===== src/rtl/usb4_prbs_os_gen_pkg.sv =====
// usb4_prbs_pkg
//   Shared types and constants for the USB4 PRBS ordered-set generator:
//   polynomial-select and FSM state enums, per-lane seeds, feedback taps,
//   and helpers mapping a mode to its seed, tap positions and active mask.
//   The reserved mode maps onto PRBS11 everywhere.
package usb4_prbs_pkg;

  typedef enum logic [1:0] {
    MODE_PRBS11 = 2'd0,
    MODE_PRBS15 = 2'd1,
    MODE_PRBS31 = 2'd2,
    MODE_RSVD   = 2'd3
  } mode_e;

  typedef enum logic [1:0] {
    ST_IDLE = 2'd0,
    ST_LOAD = 2'd1,
    ST_RUN  = 2'd2
  } state_e;

  localparam int unsigned LFSR_W = 31;

  localparam logic [LFSR_W-1:0] SEED11_L0 = 31'h0000_07FF;
  localparam logic [LFSR_W-1:0] SEED11_L1 = 31'h0000_0770;
  localparam logic [LFSR_W-1:0] SEED15_L0 = 31'h0000_7FFF;
  localparam logic [LFSR_W-1:0] SEED15_L1 = 31'h0000_7770;
  localparam logic [LFSR_W-1:0] SEED31_L0 = 31'h7FFF_FFFF;
  localparam logic [LFSR_W-1:0] SEED31_L1 = 31'h7777_7770;

  // Feedback taps; the high tap is also the output bit.
  localparam logic [4:0] TAP11_HI = 5'd10;
  localparam logic [4:0] TAP11_LO = 5'd8;
  localparam logic [4:0] TAP15_HI = 5'd14;
  localparam logic [4:0] TAP15_LO = 5'd13;
  localparam logic [4:0] TAP31_HI = 5'd30;
  localparam logic [4:0] TAP31_LO = 5'd27;

  function automatic logic [LFSR_W-1:0] seed_f(input mode_e m, input logic lane);
    case (m)
      MODE_PRBS15: return lane ? SEED15_L1 : SEED15_L0;
      MODE_PRBS31: return lane ? SEED31_L1 : SEED31_L0;
      default:     return lane ? SEED11_L1 : SEED11_L0;
    endcase
  endfunction

  function automatic logic [4:0] tap_hi_f(input mode_e m);
    case (m)
      MODE_PRBS15: return TAP15_HI;
      MODE_PRBS31: return TAP31_HI;
      default:     return TAP11_HI;
    endcase
  endfunction

  function automatic logic [4:0] tap_lo_f(input mode_e m);
    case (m)
      MODE_PRBS15: return TAP15_LO;
      MODE_PRBS31: return TAP31_LO;
      default:     return TAP11_LO;
    endcase
  endfunction

  // Keeps bits above the active polynomial length at zero.
  function automatic logic [LFSR_W-1:0] mask_f(input mode_e m);
    case (m)
      MODE_PRBS15: return 31'h0000_7FFF;
      MODE_PRBS31: return 31'h7FFF_FFFF;
      default:     return 31'h0000_07FF;
    endcase
  endfunction

endpackage


===== src/rtl/usb4_prbs_os_gen_prbs_step.sv =====
// prbs_step
//   Combinational multi-step Fibonacci LFSR (shift left, new bit into bit 0).
//   Ports:
//     lfsr_i  current 31-bit LFSR state
//     mode_i  polynomial select
//     lfsr_o  state advanced DATA_W steps
//     bits_o  the DATA_W output bits, MSB first in time
module prbs_step
  import usb4_prbs_pkg::*;
#(
  parameter int unsigned DATA_W = 8
) (
  input  logic [LFSR_W-1:0] lfsr_i,
  input  mode_e             mode_i,
  output logic [LFSR_W-1:0] lfsr_o,
  output logic [DATA_W-1:0] bits_o
);

  logic [4:0]        hi;
  logic [4:0]        lo;
  logic [LFSR_W-1:0] msk;
  logic [LFSR_W-1:0] r;

  assign hi  = tap_hi_f(mode_i);
  assign lo  = tap_lo_f(mode_i);
  assign msk = mask_f(mode_i);

  always_comb begin
    r      = lfsr_i;
    bits_o = '0;
    for (int unsigned i = 0; i < DATA_W; i++) begin
      bits_o[DATA_W-1-i] = r[hi];
      r = {r[LFSR_W-2:0], r[hi] ^ r[lo]} & msk;
    end
    lfsr_o = r;
  end

endmodule


===== src/rtl/usb4_prbs_os_gen.sv =====
// usb4_prbs_os_gen
//   PRBS training ordered-set generator for USB4 lane initialisation.
//   Emits DATA_W PRBS bits per accepted beat, frames OS_LEN-bit ordered sets
//   and counts completed sets.
//   Ports:
//     clk, reset       clock, asynchronous active-low reset
//     enable           level-sensitive run request
//     mode[1:0]        0 PRBS11, 1 PRBS15, 2 PRBS31, 3 reserved (PRBS11)
//     out_ready        downstream accepts the beat
//     out_valid        beat presented (RUN only)
//     data_out         beat, MSB first in time
//     os_sent          pulse on acceptance of the last beat of a set
//     os_count         completed sets this run, saturating
//     busy             high in LOAD or RUN
module usb4_prbs_os_gen
  import usb4_prbs_pkg::*;
#(
  parameter int unsigned DATA_W = 8,
  parameter int unsigned LANE   = 0,
  parameter int unsigned OS_LEN = 448,
  parameter int unsigned CNT_W  = 16
) (
  input  logic              clk,
  input  logic              reset,
  input  logic              enable,
  input  logic [1:0]        mode,
  input  logic              out_ready,
  output logic              out_valid,
  output logic [DATA_W-1:0] data_out,
  output logic              os_sent,
  output logic [CNT_W-1:0]  os_count,
  output logic              busy
);

  localparam int unsigned BEATS    = OS_LEN / DATA_W;
  localparam int unsigned BEAT_W   = (BEATS > 1) ? $clog2(BEATS) : 1;
  localparam logic        LANE_SEL = (LANE != 0);

  state_e              state_q;
  mode_e               mode_q;
  logic [LFSR_W-1:0]   lfsr_q;
  logic [LFSR_W-1:0]   lfsr_d;
  logic [DATA_W-1:0]   bits_d;
  logic [BEAT_W-1:0]   beat_q;
  logic [CNT_W-1:0]    os_count_q;
  logic                out_valid_q;
  logic                busy_q;
  mode_e               mode_in;
  logic                accept;
  logic                last_beat;

  assign mode_in = mode_e'(mode);

  // The step network only ever sees the mode latched in LOAD, so mode
  // changes during RUN cannot disturb the sequence.
  prbs_step #(
    .DATA_W(DATA_W)
  ) u_step (
    .lfsr_i(lfsr_q),
    .mode_i(mode_q),
    .lfsr_o(lfsr_d),
    .bits_o(bits_d)
  );

  assign accept    = out_valid_q & out_ready;
  assign last_beat = (beat_q == BEAT_W'(BEATS - 1));

  always_ff @(posedge clk or negedge reset) begin
    if (!reset) begin
      state_q     <= ST_IDLE;
      mode_q      <= MODE_PRBS11;
      lfsr_q      <= seed_f(MODE_PRBS11, LANE_SEL);
      beat_q      <= '0;
      os_count_q  <= '0;
      out_valid_q <= 1'b0;
      busy_q      <= 1'b0;
    end else begin
      case (state_q)
        ST_IDLE: begin
          lfsr_q <= seed_f(mode_in, LANE_SEL);
          if (enable) begin
            state_q <= ST_LOAD;
            busy_q  <= 1'b1;
          end
        end
        ST_LOAD: begin
          mode_q     <= mode_in;
          lfsr_q     <= seed_f(mode_in, LANE_SEL);
          beat_q     <= '0;
          os_count_q <= '0;
          if (enable) begin
            state_q     <= ST_RUN;
            out_valid_q <= 1'b1;
          end else begin
            state_q <= ST_IDLE;
            busy_q  <= 1'b0;
          end
        end
        ST_RUN: begin
          // A beat accepted in the same cycle enable falls still counts.
          if (accept) begin
            lfsr_q <= lfsr_d;
            if (last_beat) begin
              beat_q <= '0;
              if (os_count_q != '1) os_count_q <= os_count_q + 1'b1;
            end else begin
              beat_q <= beat_q + 1'b1;
            end
          end
          if (!enable) begin
            state_q     <= ST_IDLE;
            out_valid_q <= 1'b0;
            busy_q      <= 1'b0;
          end
        end
        default: begin
          state_q     <= ST_IDLE;
          out_valid_q <= 1'b0;
          busy_q      <= 1'b0;
        end
      endcase
    end
  end

  assign out_valid = out_valid_q;
  assign data_out  = out_valid_q ? bits_d : '0;
  assign os_sent   = accept & last_beat;
  assign os_count  = os_count_q;
  assign busy      = busy_q;

endmodule


===== config.mk =====
export PLATFORM = sky130hd
export DESIGN_NAME = usb4_prbs_os_gen
export DESIGN_NICKNAME = d
export VERILOG_FILES = /design/src/rtl/usb4_prbs_os_gen_pkg.sv /design/src/rtl/usb4_prbs_os_gen_prbs_step.sv /design/src/rtl/usb4_prbs_os_gen.sv
export SDC_FILE = /design/constraint.sdc
export NUM_CORES = 1
export LEC_CHECK = 0
export CORE_ASPECT_RATIO = 0.5
export CORE_UTILIZATION = 58
export CTS_BUF_LIST = sky130_fd_sc_hd__clkbuf_16
export DETAILED_ROUTE_END_ITERATION = 6
export MAX_ROUTING_LAYER = met4
export PLACE_DENSITY_LB_ADDON = 0.05
export SYNTH_ARGS = -nofsm -noshare
export SYNTH_HDL_FRONTEND = slang
export SYNTH_SLANG_ARGS = --single-unit

===== constraint.sdc =====
create_clock -name clk -period 2.5 [get_ports clk]
set_input_delay 0.25 -clock clk [delete_from_list [all_inputs] [get_ports clk]]
set_output_delay 0.25 -clock clk [all_outputs]
set_load 0.1 [all_outputs]

==> results.txt, run 1 <==
Post-CTS Setup Bufs = 0
critical setup path kind = reg2out
I/O pin count = 33
full die area = 6570 um2
Max Root-Sink Buffers = 2
drt total wl = 9370 um
DR pass1 iterations = 5
status = finished, final reports clean
die outline height = 57.8 um
mapped cell area = 3620 um2
syn nets = 415
power per cell area = 1370 nW/um2
Initial DRC Count = 298
RSZ-0062 raised after global routing = no
crit-path max cell delay = 530 ps
post-DP HPWL = 6290 um
setup violators final = 0
largest net degree at the start of global routing = 60
Worst Path Arrival = 2180 ps
Final Hold Fails = 0
Crit-path slowest cell = mux4_2
clock latency on the worst-skew pair = 330 ps
Tot Pwr = 0.00602 W
Clock transition at path regs = 50 ps
post-synth top area share = 33.2%
clock sink total = 59
clk_skew = 5.09 ps
cell family with most CP delay = multiplexers
Crit Path Max Fanout = 7
Synth Flop Type = dfrtp_1
Post-DRT Antenna Nets = 0
Yosys warnings = 0
type of origin of the critical path = flip-flop
DP Cell Count = 506
most common cell in the netlist = nand2_1
vias in the first global route = 3093
post-synthesis sequential area ratio = 41.2%
count of input and output buffers = 32
max_cap viols = 0
Syn Inst Count = 401
actual transition at the worst max-transition pin = 1050 ps
area grow syn2layout = 21.4%
maximum vdd drop = 0.000786 V
CTS root buf = clkbuf_16
hold_buf cts = 0
Static Leak = 1.85 nW
Tcrit/Tclk final = 97.3%
Unique masters post-synth = 46
final cell count without fillers = 522
Max-slew headroom = 29.6%
Critical Path RT = 2250 ps
asr flop ratio synth = 100%
most frequent cells after synthesis = nand2_1, dfrtp_1, a21oi_1
Via Count = 3393
Core Area = 5730 um2
area leader, netlist = dfrtp_1
Avg Cell Area, Syn = 9.02 um2
routed wire length per instance = 17.9 um
Initial Util = 63.1%
Ant. Diodes = 0
layout cell share with drive strength beyond 1 = 21.2%
Post-synth EDFFs = 0
H-tree depth = 3
num rows = 19
Synth area leaders = dfrtp_1, dfstp_2, nand2_1, mux2i_1, a21oi_1
Fin Setup TNS = 0 ps
Die X = 114 um
Seq cells post-synth = 59
CP Capture Type = output port
routed vias/inst = 6.50
GR Overflow Total = 0
CTS tree = built
TritonCTS Buffers = 9
initial antenna violation count = 0
first-pass GRT wire length = 15000 um
Slew Limit Fails = 0
CP cell instances = inv_1, ha_4, buf_6, mux4_2, and2_1, buf_12
gpl congestion = 0.919
# nets final = 447
post-route minimum period = 2430 ps
fmax = 0.411 GHz
GRT Util Overall = 31.3%
CP bufs+invs = 3
min-delay worst type = in2async
drt drc = 0
==> kinds of logic after synthesis <==
| kind of cell | synth area share (%) |
|---|---|
| adder cells (fa/ha/maj) | 2.77 |
| multiplexers | 8.10 |
| flip-flops | 41.2 |
| buffers and inverters | 4.22 |
| AO/OA/AOI/OAI | 15.1 |
| AND/OR/NAND/NOR | 27.9 |
| XOR/XNOR | 0.727 |
==> routing by layer <==
metal / GRT usage, % / part of all wire, % / routed length, um / up-vias
met4: 13.2 / 2.0 / 189 / 0
met5: - / 0 / 0 / -
met3: 7.01 / 7.8 / 732 / 24
met2: 49.1 / 46 / 4310 / 152
met1: 39.8 / 44 / 4140 / 1665
li1: - / - / - / 1552
==> where the power goes <==
group	internal (W)	switching (W)
Clock	0.000755	0.000416
Combinational	0.00130	0.00215
Sequential	0.00118	0.000225
Total	0.00323	0.00279
==> layout make-up <==
cell class	count	area [um2]
fillers	403	1340
repair buffers	45	457
well taps	84	105
multi-input cells	308	2020
clock buffers	9	225
flip-flops and latches	59	1490
clock inverters	7	58.8
inverters	10	37.5
==> worst register-to-register path, cell delays in order, from the launching register on <==
cell,delay (ps)
dfrtp_1,420
inv_1,90
ha_1,250
buf_4,180
nor2b_1,810
nand2_1,250
nand3_1,160
==> flip-flops by register name (all words and copies together) (netlist names) <==
| signal | cells |
|---|---|
| beat_q | 6 |
| busy | 1 |
| lfsr_q | 31 |
| mode_q | 2 |
| os_count | 16 |
| out_valid | 1 |
| state_q | 2 |
==> what timing repair did <==
action | in CTS | in global routing
endpoints found under the setup margin | 7 | 24
resized for setup | 3 | 7
endpoints found under the hold margin | 0 | 0
cloned | 0 | 0
==> through the flow <==
stage	util [%]	worst slack [ps]	hold WS (ps)	area, um2
finish	76.6	68.2	60.7	4390
detailed placement	70.9	137	441	4060
global placement	70.9	274	429	4060
CTS	76.1	85.4	95.7	4360
floorplan	-	37.0	-45.6	3630
global route	76.6	14.7	136	4390
==> layout by cell type (no fill, tap or decap), types with 3 or more instances in the layout <==
master and instances:
dfrtp_1 48, nor2b_1 3, clkbuf_16 9, or4_1 9, nand2b_1 16, inv_1 10
o31ai_1 8, nor3_1 4, a22o_1 3, clkinv_1 3, clkdlybuf4s50_1 4, mux2i_1 15
ha_1 7, a32oi_1 3, nor2_1 12, o32a_1 3, and2_1 5, a211oi_1 5
o211ai_1 4, or3b_2 6, o21ai_0 24, and4_1 7, nand3_1 22, nor4_1 6
buf_4 30, dfstp_2 11, nand4_1 19, a21oi_1 29, nand2_1 52, xor2_1 3
mux2_2 6, buf_12 8, and3_1 9, nor2b_2 4
==> worst paths after layout <==
path                                  from     endpoint  slack (ps)  depth (start not counted)
min in group clk                lfsr_q[15]   lfsr_q[15]         480                          2
worst min register to register  lfsr_q[15]   lfsr_q[15]         480                          2
worst min-delay path                 reset  os_count[8]          60                          2
max in group asynchronous            reset   lfsr_q[15]        1950                          2
worst max register to register  state_q[0]   lfsr_q[29]         270                          6
worst max-delay path             mode_q[0]  data_out[6]          70                          6
(Power assumes the default switching activity.)
==> run 2, diff against run 1 <==
MAX_ROUTING_LAYER = default   (was met4)
==> results.txt, run 2 (synthesis gave the netlist of run 1 again) <==
layout cell share with drive strength beyond 1 = 21.2%
busiest layer in global routing = met2
Worst R2R End = lfsr_q[29]
Int Pwr = 0.00323 W
type of origin of the critical path = flip-flop
Final Hold Fails = 0
initial antenna violation count = 0
power per cell area = 1370 nW/um2
H-tree depth = 3
clk_skew = 3.79 ps
most frequent cells in the layout = nand2_1, dfrtp_1, buf_4, a21oi_1, o21ai_0
gpl congestion = 0.904
Initial Util = 63.1%
maximum vdd drop = 0.000785 V
critical setup path kind = reg2out
CTS tree = built
CP cell instances = inv_1, ha_4, buf_6, mux4_2, and2_1, buf_12
die outline height = 57.8 um
Max-slew headroom = 29.2%
status = finished, final reports clean
Hold WS = 53.0 ps
number of flip-flops in the largest register = 31
Worst Path Arrival = 2180 ps
reg2reg start = state_q[0]
post-DP HPWL = 6290 um
Critical Path RT = 2250 ps
num rows = 19
max_cap viols = 0
Clock transition at path regs = 50 ps
sequential power share = 23.3%
Combinational Power Share = 57.2%
Post-DRT Antenna Nets = 0
Tcrit/Tclk final = 97.1%
setup violators final = 0
grt met3 use = 7.01%
actual transition at the worst max-transition pin = 1060 ps
I/O pin count = 33
Ant. Diodes = 0
switching share of power = 46.3%
Crit-path slowest cell = mux4_2
post-route minimum period = 2430 ps
CP bufs+invs = 3
GR Overflow Total = 0
CP Capture Type = output port
Slew Limit Fails = 0
commonest non-fill, non-tap cell in the layout = nand2_1
Crit Path Max Fanout = 7
r2r worst-path depth = 6
# nets final = 447
Core Area = 5730 um2
full die area = 6570 um2
Die X = 114 um
first-pass GRT wire length = 15000 um
Fin Setup TNS = 0 ps
slack of the critical path = 71.7 ps
CTS root buf = clkbuf_16
clock latency on the worst-skew pair = 330 ps
net switching power = 0.00279 W
drt total wl = 9350 um
largest net degree at the start of global routing = 60
reg2reg setup slack = 260 ps
count of input and output buffers = 32
fillers = 403
fmax = 0.412 GHz
clock sink total = 59
grt met2 use = 49.0%
Max Root-Sink Buffers = 2
met1 Use GR = 39.9%
GRT Util Overall = 30.3%
Static Leak = 1.85 nW
crit-path max cell delay = 530 ps
drt drc = 0
clock share of power = 19.5%
routed wire length per instance = 17.9 um
routed vias/inst = 6.46
vias in the first global route = 3077
cell family with most CP delay = multiplexers
TritonCTS Buffers = 9
RSZ-0062 raised after global routing = no
DR pass1 iterations = 6
register with the most flip-flops = lfsr_q
Via Count = 3372
area grow syn2layout = 21.4%
Place WS = 137 ps
Initial DRC Count = 371
min-delay worst type = in2async
## run 2: cell counts in the layout (fill, tap and decap cells not counted)
Identical to the previous run, type by type.
## run 2: routing by layer
metal | share of wire, % | vias to the layer above | wire length [um]
met5 | 0 | - | 0
met4 | 2.7 | 0 | 252
met3 | 7.9 | 30 | 741
met2 | 46 | 162 | 4270
met1 | 44 | 1637 | 4090
li1 | - | 1543 | -
## run 2: worst max-delay path by stage
stage / from / endpoint / slack [ps] / cells past startpoint
after CTS: mode_q[1] / data_out[6] / 90 / 5
after floorplan: os_count[3] / os_count[9] / 40 / 4
after detailed placement: state_q[0] / lfsr_q[23] / 140 / 6
after global placement: out_ready / os_count[9] / 270 / 5
final: mode_q[0] / data_out[6] / 70 / 6
after global routing: mode_q[0] / data_out[2] / 10 / 7
## run 2: power by group through the flow
stage	clock [W]	combinational [W]	sequential [W]
6_report	0.00117	0.00345	0.00140
5_1_grt	0.00123	0.00368	0.00143
4_1_cts	0.00118	0.00335	0.00139
3_5_place_dp	0	0.00327	0.00140
3_3_place_gp	0	0.00318	0.00138
2_1_floorplan	0	0.00233	0.00143
## run 2: metrics by stage
step	power, W	cells	utilization, %	area, um2
floorplan	0.00376	401	-	3630
finish	0.00602	522	76.6	4390
detailed placement	0.00467	506	70.9	4060
CTS	0.00592	522	76.1	4360
global placement	0.00456	506	70.9	4060
global route	0.00634	522	76.6	4390
## run 2: area by class of cell
| cell class | count | area, um2 | area share (%) |
|---|---|---|---|
| timing repair buffer | 45 | 457 | 10.4 |
| multi-input combinational | 308 | 2020 | 45.9 |
| sequential | 59 | 1490 | 33.9 |
| inverter | 10 | 37.5 | 0.855 |
| clock inverter | 7 | 58.8 | 1.34 |
| clock buffer | 9 | 225 | 5.13 |
| tap | 84 | 105 | 2.39 |
## run 2: worst reg2reg max path: cells and delay by family (launching register included)
family                   cells  cell delay, ps
adder cells (fa/ha/maj)      1             240
buffers and inverters        2             270
AND/OR/NAND/NOR              3            1230
flip-flops                   1             420
## run 2: what timing repair did
action | 4_1_cts | 5_1_grt
buffers inserted | 0 | 0
hold buffers | 0 | 0
setup endpoints to repair | 7 | 24
resized for setup | 3 | 7
